[config.mk]
export PLATFORM = sky130hd
export DESIGN_NAME = booth_r4_mul
export DESIGN_NICKNAME = d
export VERILOG_FILES = /design/src/rtl/booth_r4_mul.sv
export SDC_FILE = /design/constraint.sdc
export NUM_CORES = 1
export LEC_CHECK = 0
export ABC_AREA = 1
export CAP_MARGIN = 15
export CORE_UTILIZATION = 45
export DETAILED_ROUTE_END_ITERATION = 6
export PLACE_DENSITY = 0.68
export SLEW_MARGIN = 20
export SYNTH_ARGS = -nofsm -noshare
export SYNTH_HDL_FRONTEND = slang
export SYNTH_SLANG_ARGS = --single-unit
export TNS_END_PERCENT = 10
[constraint.sdc]
create_clock -name clk -period 7.2 [get_ports clk]
set_input_delay 0.72 -clock clk [delete_from_list [all_inputs] [get_ports clk]]
set_output_delay 0.72 -clock clk [all_outputs]
set_load 0.05 [all_outputs]
[src/rtl/booth_r4_mul.sv]
// ---------------------------------------------------------------------------
// booth_r4_mul
// Sequential radix-4 Booth multiplier with per-operation signed/unsigned mode.
// It retires two multiplier bits per cycle and uses one extra digit so that
// the top bit of an unsigned operand is covered.
//
// Ports
//   clk          : system clock, rising edge
//   reset_n      : asynchronous active-low reset
//   op_start     : start request, honoured only in IDLE
//   op_clear     : synchronous abort/clear, highest priority in every state
//   op_signed    : 1 = two's-complement operands, 0 = unsigned (latched at start)
//   multiplier   : operand A (latched at start)
//   multiplicand : operand B (latched at start)
//   op_busy      : high while Booth iterations are outstanding
//   op_done      : high while the product is held in DONE
//   mul_result   : registered 2W-bit product, valid while op_done = 1
// ---------------------------------------------------------------------------
module booth_r4_mul #(
    parameter int W  = 32,
    parameter int CW = 7
) (
    input  logic           clk,
    input  logic           reset_n,
    input  logic           op_start,
    input  logic           op_clear,
    input  logic           op_signed,
    input  logic [W-1:0]   multiplier,
    input  logic [W-1:0]   multiplicand,
    output logic           op_busy,
    output logic           op_done,
    output logic [2*W-1:0] mul_result
);

    // Accumulator layout: {upper partial sum (W+2), multiplier (W+2), guard}
    localparam int XW = W + 2;
    localparam int AW = 2 * XW + 1;
    localparam logic [CW-1:0] N_ITER = CW'(W / 2 + 1);

    typedef enum logic [1:0] {
        IDLE    = 2'b00,
        EXEC    = 2'b01,
        DONE    = 2'b10,
        ILLEGAL = 2'b11
    } state_t;

    state_t           state_reg, state_next;
    logic [CW-1:0]    counter_reg, counter_next;
    logic [AW-1:0]    acc_reg, acc_next;
    logic [XW-1:0]    b_reg, b_next;
    logic [2*W-1:0]   result_reg, result_next;

    // Booth recoding and W+2-bit add/subtract datapath
    logic [XW-1:0]    a_ext, b_ext, b_dbl, pp, addend, sum;
    logic             neg;
    logic [AW-1:0]    acc_added, acc_shifted;

    assign a_ext = op_signed ? {{2{multiplier[W-1]}}, multiplier}   : {2'b00, multiplier};
    assign b_ext = op_signed ? {{2{multiplicand[W-1]}}, multiplicand} : {2'b00, multiplicand};
    assign b_dbl = {b_reg[XW-2:0], 1'b0};

    always_comb begin
        pp  = '0;
        neg = 1'b0;
        unique case (acc_reg[2:0])
            3'b001, 3'b010: pp = b_reg;
            3'b011:         pp = b_dbl;
            3'b100: begin
                pp  = b_dbl;
                neg = 1'b1;
            end
            3'b101, 3'b110: begin
                pp  = b_reg;
                neg = 1'b1;
            end
            default: begin
                pp  = '0;
                neg = 1'b0;
            end
        endcase
    end

    // Subtraction as ~pp + 1; the carry out of the W+2-bit sum is dropped.
    assign addend      = neg ? ~pp : pp;
    assign sum         = acc_reg[AW-1:XW+1] + addend + XW'(neg);
    assign acc_added   = {sum, acc_reg[XW:0]};
    assign acc_shifted = {{2{sum[XW-1]}}, acc_added[AW-1:2]};

    always_comb begin
        state_next   = state_reg;
        counter_next = counter_reg;
        acc_next     = acc_reg;
        b_next       = b_reg;
        result_next  = result_reg;

        if (op_clear) begin
            state_next   = IDLE;
            counter_next = '0;
            result_next  = '0;
        end else begin
            unique case (state_reg)
                IDLE: begin
                    if (op_start) begin
                        acc_next     = {{XW{1'b0}}, a_ext, 1'b0};
                        b_next       = b_ext;
                        counter_next = '0;
                        state_next   = EXEC;
                    end
                end
                EXEC: begin
                    // The cycle after the last iteration writes the product back.
                    if (counter_reg == N_ITER) begin
                        result_next = acc_reg[2*W:1];
                        state_next  = DONE;
                    end else begin
                        acc_next     = acc_shifted;
                        counter_next = counter_reg + CW'(1);
                    end
                end
                DONE: begin
                    state_next = DONE;
                end
                default: begin
                    state_next = IDLE;
                end
            endcase
        end
    end

    always_ff @(posedge clk or negedge reset_n) begin
        if (!reset_n) begin
            state_reg   <= IDLE;
            counter_reg <= '0;
            acc_reg     <= '0;
            b_reg       <= '0;
            result_reg  <= '0;
        end else begin
            state_reg   <= state_next;
            counter_reg <= counter_next;
            acc_reg     <= acc_next;
            b_reg       <= b_next;
            result_reg  <= result_next;
        end
    end

    assign op_busy    = (state_reg == EXEC) && (counter_reg != N_ITER);
    assign op_done    = (state_reg == DONE);
    assign mul_result = result_reg;

endmodule

==> impl_metrics.ini <==
[cells_and_area]
final_cell_mix = nand2_1, dfrtp_1, clkdlybuf4s50_1, nand3_1
fillers = 1997
drive_gt1_frac = 0.04539
final_common_cell = nand2_1
largest_register_ffs = 67
syn2layout_area_growth_pct = 20.93
num_antenna_cells = 0
fin_nets = 1442

[sta]
fin_crit_sh = 0.6294
slew_headroom = 0.3810
finalSetupViolations = 0
hold_ws_ns = 0.2367
period_minus_slack_ns = 4.532
max_freq_ghz = 0.2207
skew_ns = 0.01063
worst_pin_slew_ns = 0.9274
hold_viol = 0
finalSetupTns_ns = 0
finalMaxSlewViolations = 0
grt_setup_unrepaired = false

[detailed_routing]
wl_per_cell_um = 15.66
drcViolationCount = 0
antenna_left = 0
dr.pass1.iters = 7
drt-vias-per-instance = 5.329
route.vias.total = 8628
drt_iter0_drc = 518
wl_um = 25350

[clock_network]
path_clk_slew_ns = 0.07
clk_latency_ns = 0.43
cts_buffer_depth = 2
cts_setup_buffers = 0
cts_hold_buf = 0
cts.htree.levels = 4
cts.repair.resized = 0
clockRootBuffer = clkbuf_16
cts_sinks = 173
numCtsBuffers = 17
cts_tree = built

[logic_synthesis]
synth_fa_ha_area_frac = 0.05466
ys_warn_count = 0
synth_top_family_by_area = simple AND/OR/NAND/NOR gates
ys_async_sr_fraction = 1.000
synth_top_area_cell = dfrtp_1
synth-simple-area-share = 0.2197
syn_inst = 1231
synth_edf_count = 0
ys_types = 43
ys.flop_type = dfrtp_1
synth-xor-area-share = 0.03862
syn-num-nets = 1342
synthMuxAreaShare = 0
seq_area_frac_synth = 0.4440
synth_top_area_share = 0.4440
syn_avg_cell_area_um2 = 7.921
syn_area_mm2 = 0.009751
synth_compound_area_frac = 0.1654
yosys-top-cells-area = dfrtp_1, nand2_1, nand3_1, o21ai_0, ha_1
ys_ff_latch = 173

[die]
die_area_mm2 = 0.02226
fp-row-count = 53
initial_core_util = 0.4609
io_pins = 135
die_h_um = 149.2
die_w_um = 149.2
coreArea_mm2 = 0.02115

[critical_path]
crit_fanout = 70
max_stage_delay_ns = 0.56
crit_family = buffers and inverters
crit_chain = inv_1, ha_2, inv_1, nor2_2, buf_4, inv_2, buf_4, nand2_4, nor2_4, buf_4, nand2_2, inv_2, nand2_1, o21ai_1
path_buf_inv = 7
worstSetupPathType = reg -> reg
crit_required_ns = 7.55
crit_path_top_delay_cell = inv_1
r2r_slack_ns = 2.67
end_kind = register
path_common_cell = buf_4
critPathArrivalTime_ns = 4.88
cp-start-kind = register

[power]
power_per_cell_area_mw_per_mm2 = 443.6
clkPwrFrac = 0.172
switching_share = 0.4912
intPower_mw = 2.661
netSwitchingPower_mw = 2.569
p_comb_frac = 0.568
ir_drop_uv = 243.1
power_frac_seq = 0.260
static-leakage-power_nw = 5.570

[placed_design]
dp_hpwl_um = 19010
io_buffers = 134
gp_congestion = 0.8737

[status]
status = complete, no violations

[hold_path]
hp-class = in -> async

[global_route]
globalRouteTotalUtil = 0.2380
grt_max_degree = 71
grt_pass1_wl_um = 41190
overflow = 0
grt_pass1_vias = 7860
grt_antenna_before_repair = 0

[flow_run]
drv_cap = 0
synthesized netlist by cell type (2+ instances only):
cell type  number
inv_2           3
clkbuf_1       26
a21boi_0        3
a31oi_1         2
o211ai_1       21
xor2_1         37
o21ai_0       117
nor3_1          9
o21a_1          2
nand2_4         2
nor2_1         56
buf_2          19
o22ai_2         5
inv_1         118
o22ai_1        37
buf_6           5
o21bai_1        4
o21ai_1        34
nor4_1          3
a21oi_1        51
dfrtp_1       173
nand3b_1        2
buf_1           7
nand3_1       127
xnor2_1         6
a21o_1          4
nand2_1       295
nand4_1         5
o31ai_1         2
buf_4           3
ha_1           41
layer usage:
layer / global-route usage / vias to the layer above / share of wire
li1: - / 4321 / -
met1: 0.3628 / 4053 / 0.50
met3: 0.03242 / 27 / 0.046
met5: 0 / - / 0
met2: 0.3500 / 227 / 0.43
met4: 0.06633 / 0 / 0.015
layout make-up:
type	instances	area, um^2	area share
well taps	275	344.1	0.02918
flip-flops and latches	173	4329	0.3671
repair buffers	142	1403	0.1190
multi-input cells	876	4676	0.3965
clock buffers	18	439.2	0.03725
clock inverters	14	146.4	0.01242
inverters	121	454.2	0.03852
per-stage QoR:
| step | setup slack [ns] | power (mW) | cell area, um^2 | std cells | util |
|---|---|---|---|---|---|
| final | 2.668 | 5.230 | 11790 | 1619 | 0.5574 |
| after global routing | 2.225 | 5.692 | 11790 | 1619 | 0.5574 |
| after CTS | 2.697 | 5.220 | 11790 | 1619 | 0.5574 |
| after detailed placement | 2.750 | 4.304 | 11210 | 1587 | 0.5297 |
| after global placement | 2.887 | 4.276 | 11210 | 1587 | 0.5297 |
| after floorplan | 4.295 | 3.564 | 9751 | 1231 | - |
power groups by stage:
stage / clock [mW] / combinational [mW] / sequential, mW
global route: 0.959 / 3.34 / 1.39
floorplan: 0 / 2.24 / 1.33
CTS: 0.917 / 2.95 / 1.36
detailed placement: 0 / 2.93 / 1.38
global placement: 0 / 2.91 / 1.37
finish: 0.901 / 2.97 / 1.36
worst register-to-register path, cell delays in order (launching register included):
cell and delay, ns:
dfrtp_1 0.35, inv_1 0.07, ha_2 0.43, inv_1 0.57
nor2_2 0.08, buf_4 0.24, inv_2 0.15, buf_4 0.51
nand2_4 0.21, nor2_4 0.10, buf_4 0.55, nand2_2 0.35
inv_2 0.54, nand2_1 0.14, o21ai_1 0.15
worst paths after layout:
kind | from | end | cells past startpoint
min reg2reg | acc_reg[32]$_DFFE_PN0P_ | acc_reg[32]$_DFFE_PN0P_ | 2
max in group asynchronous | reset_n | mul_result[58]$_DFFE_PN0P_ | 2
max reg2reg | state_reg[1]$_DFFE_PN0P_ | acc_reg[54]$_DFFE_PN0P_ | 14
min | reset_n | mul_result[13]$_DFFE_PN0P_ | 1
min in group clk | acc_reg[32]$_DFFE_PN0P_ | acc_reg[32]$_DFFE_PN0P_ | 2
max | state_reg[1]$_DFFE_PN0P_ | acc_reg[54]$_DFFE_PN0P_ | 14
cell families (layout without fill, tap and decap cells):
group | Yosys count | after routing
AND/OR/NAND/NOR | 506 | 506
AO/OA/AOI/OAI | 285 | 285
buffers and inverters | 182 | 295
flip-flops | 173 | 173
XOR/XNOR | 43 | 43
adder cells (fa/ha/maj) | 42 | 42
No activity file was read; power rests on OpenSTA's default activity.
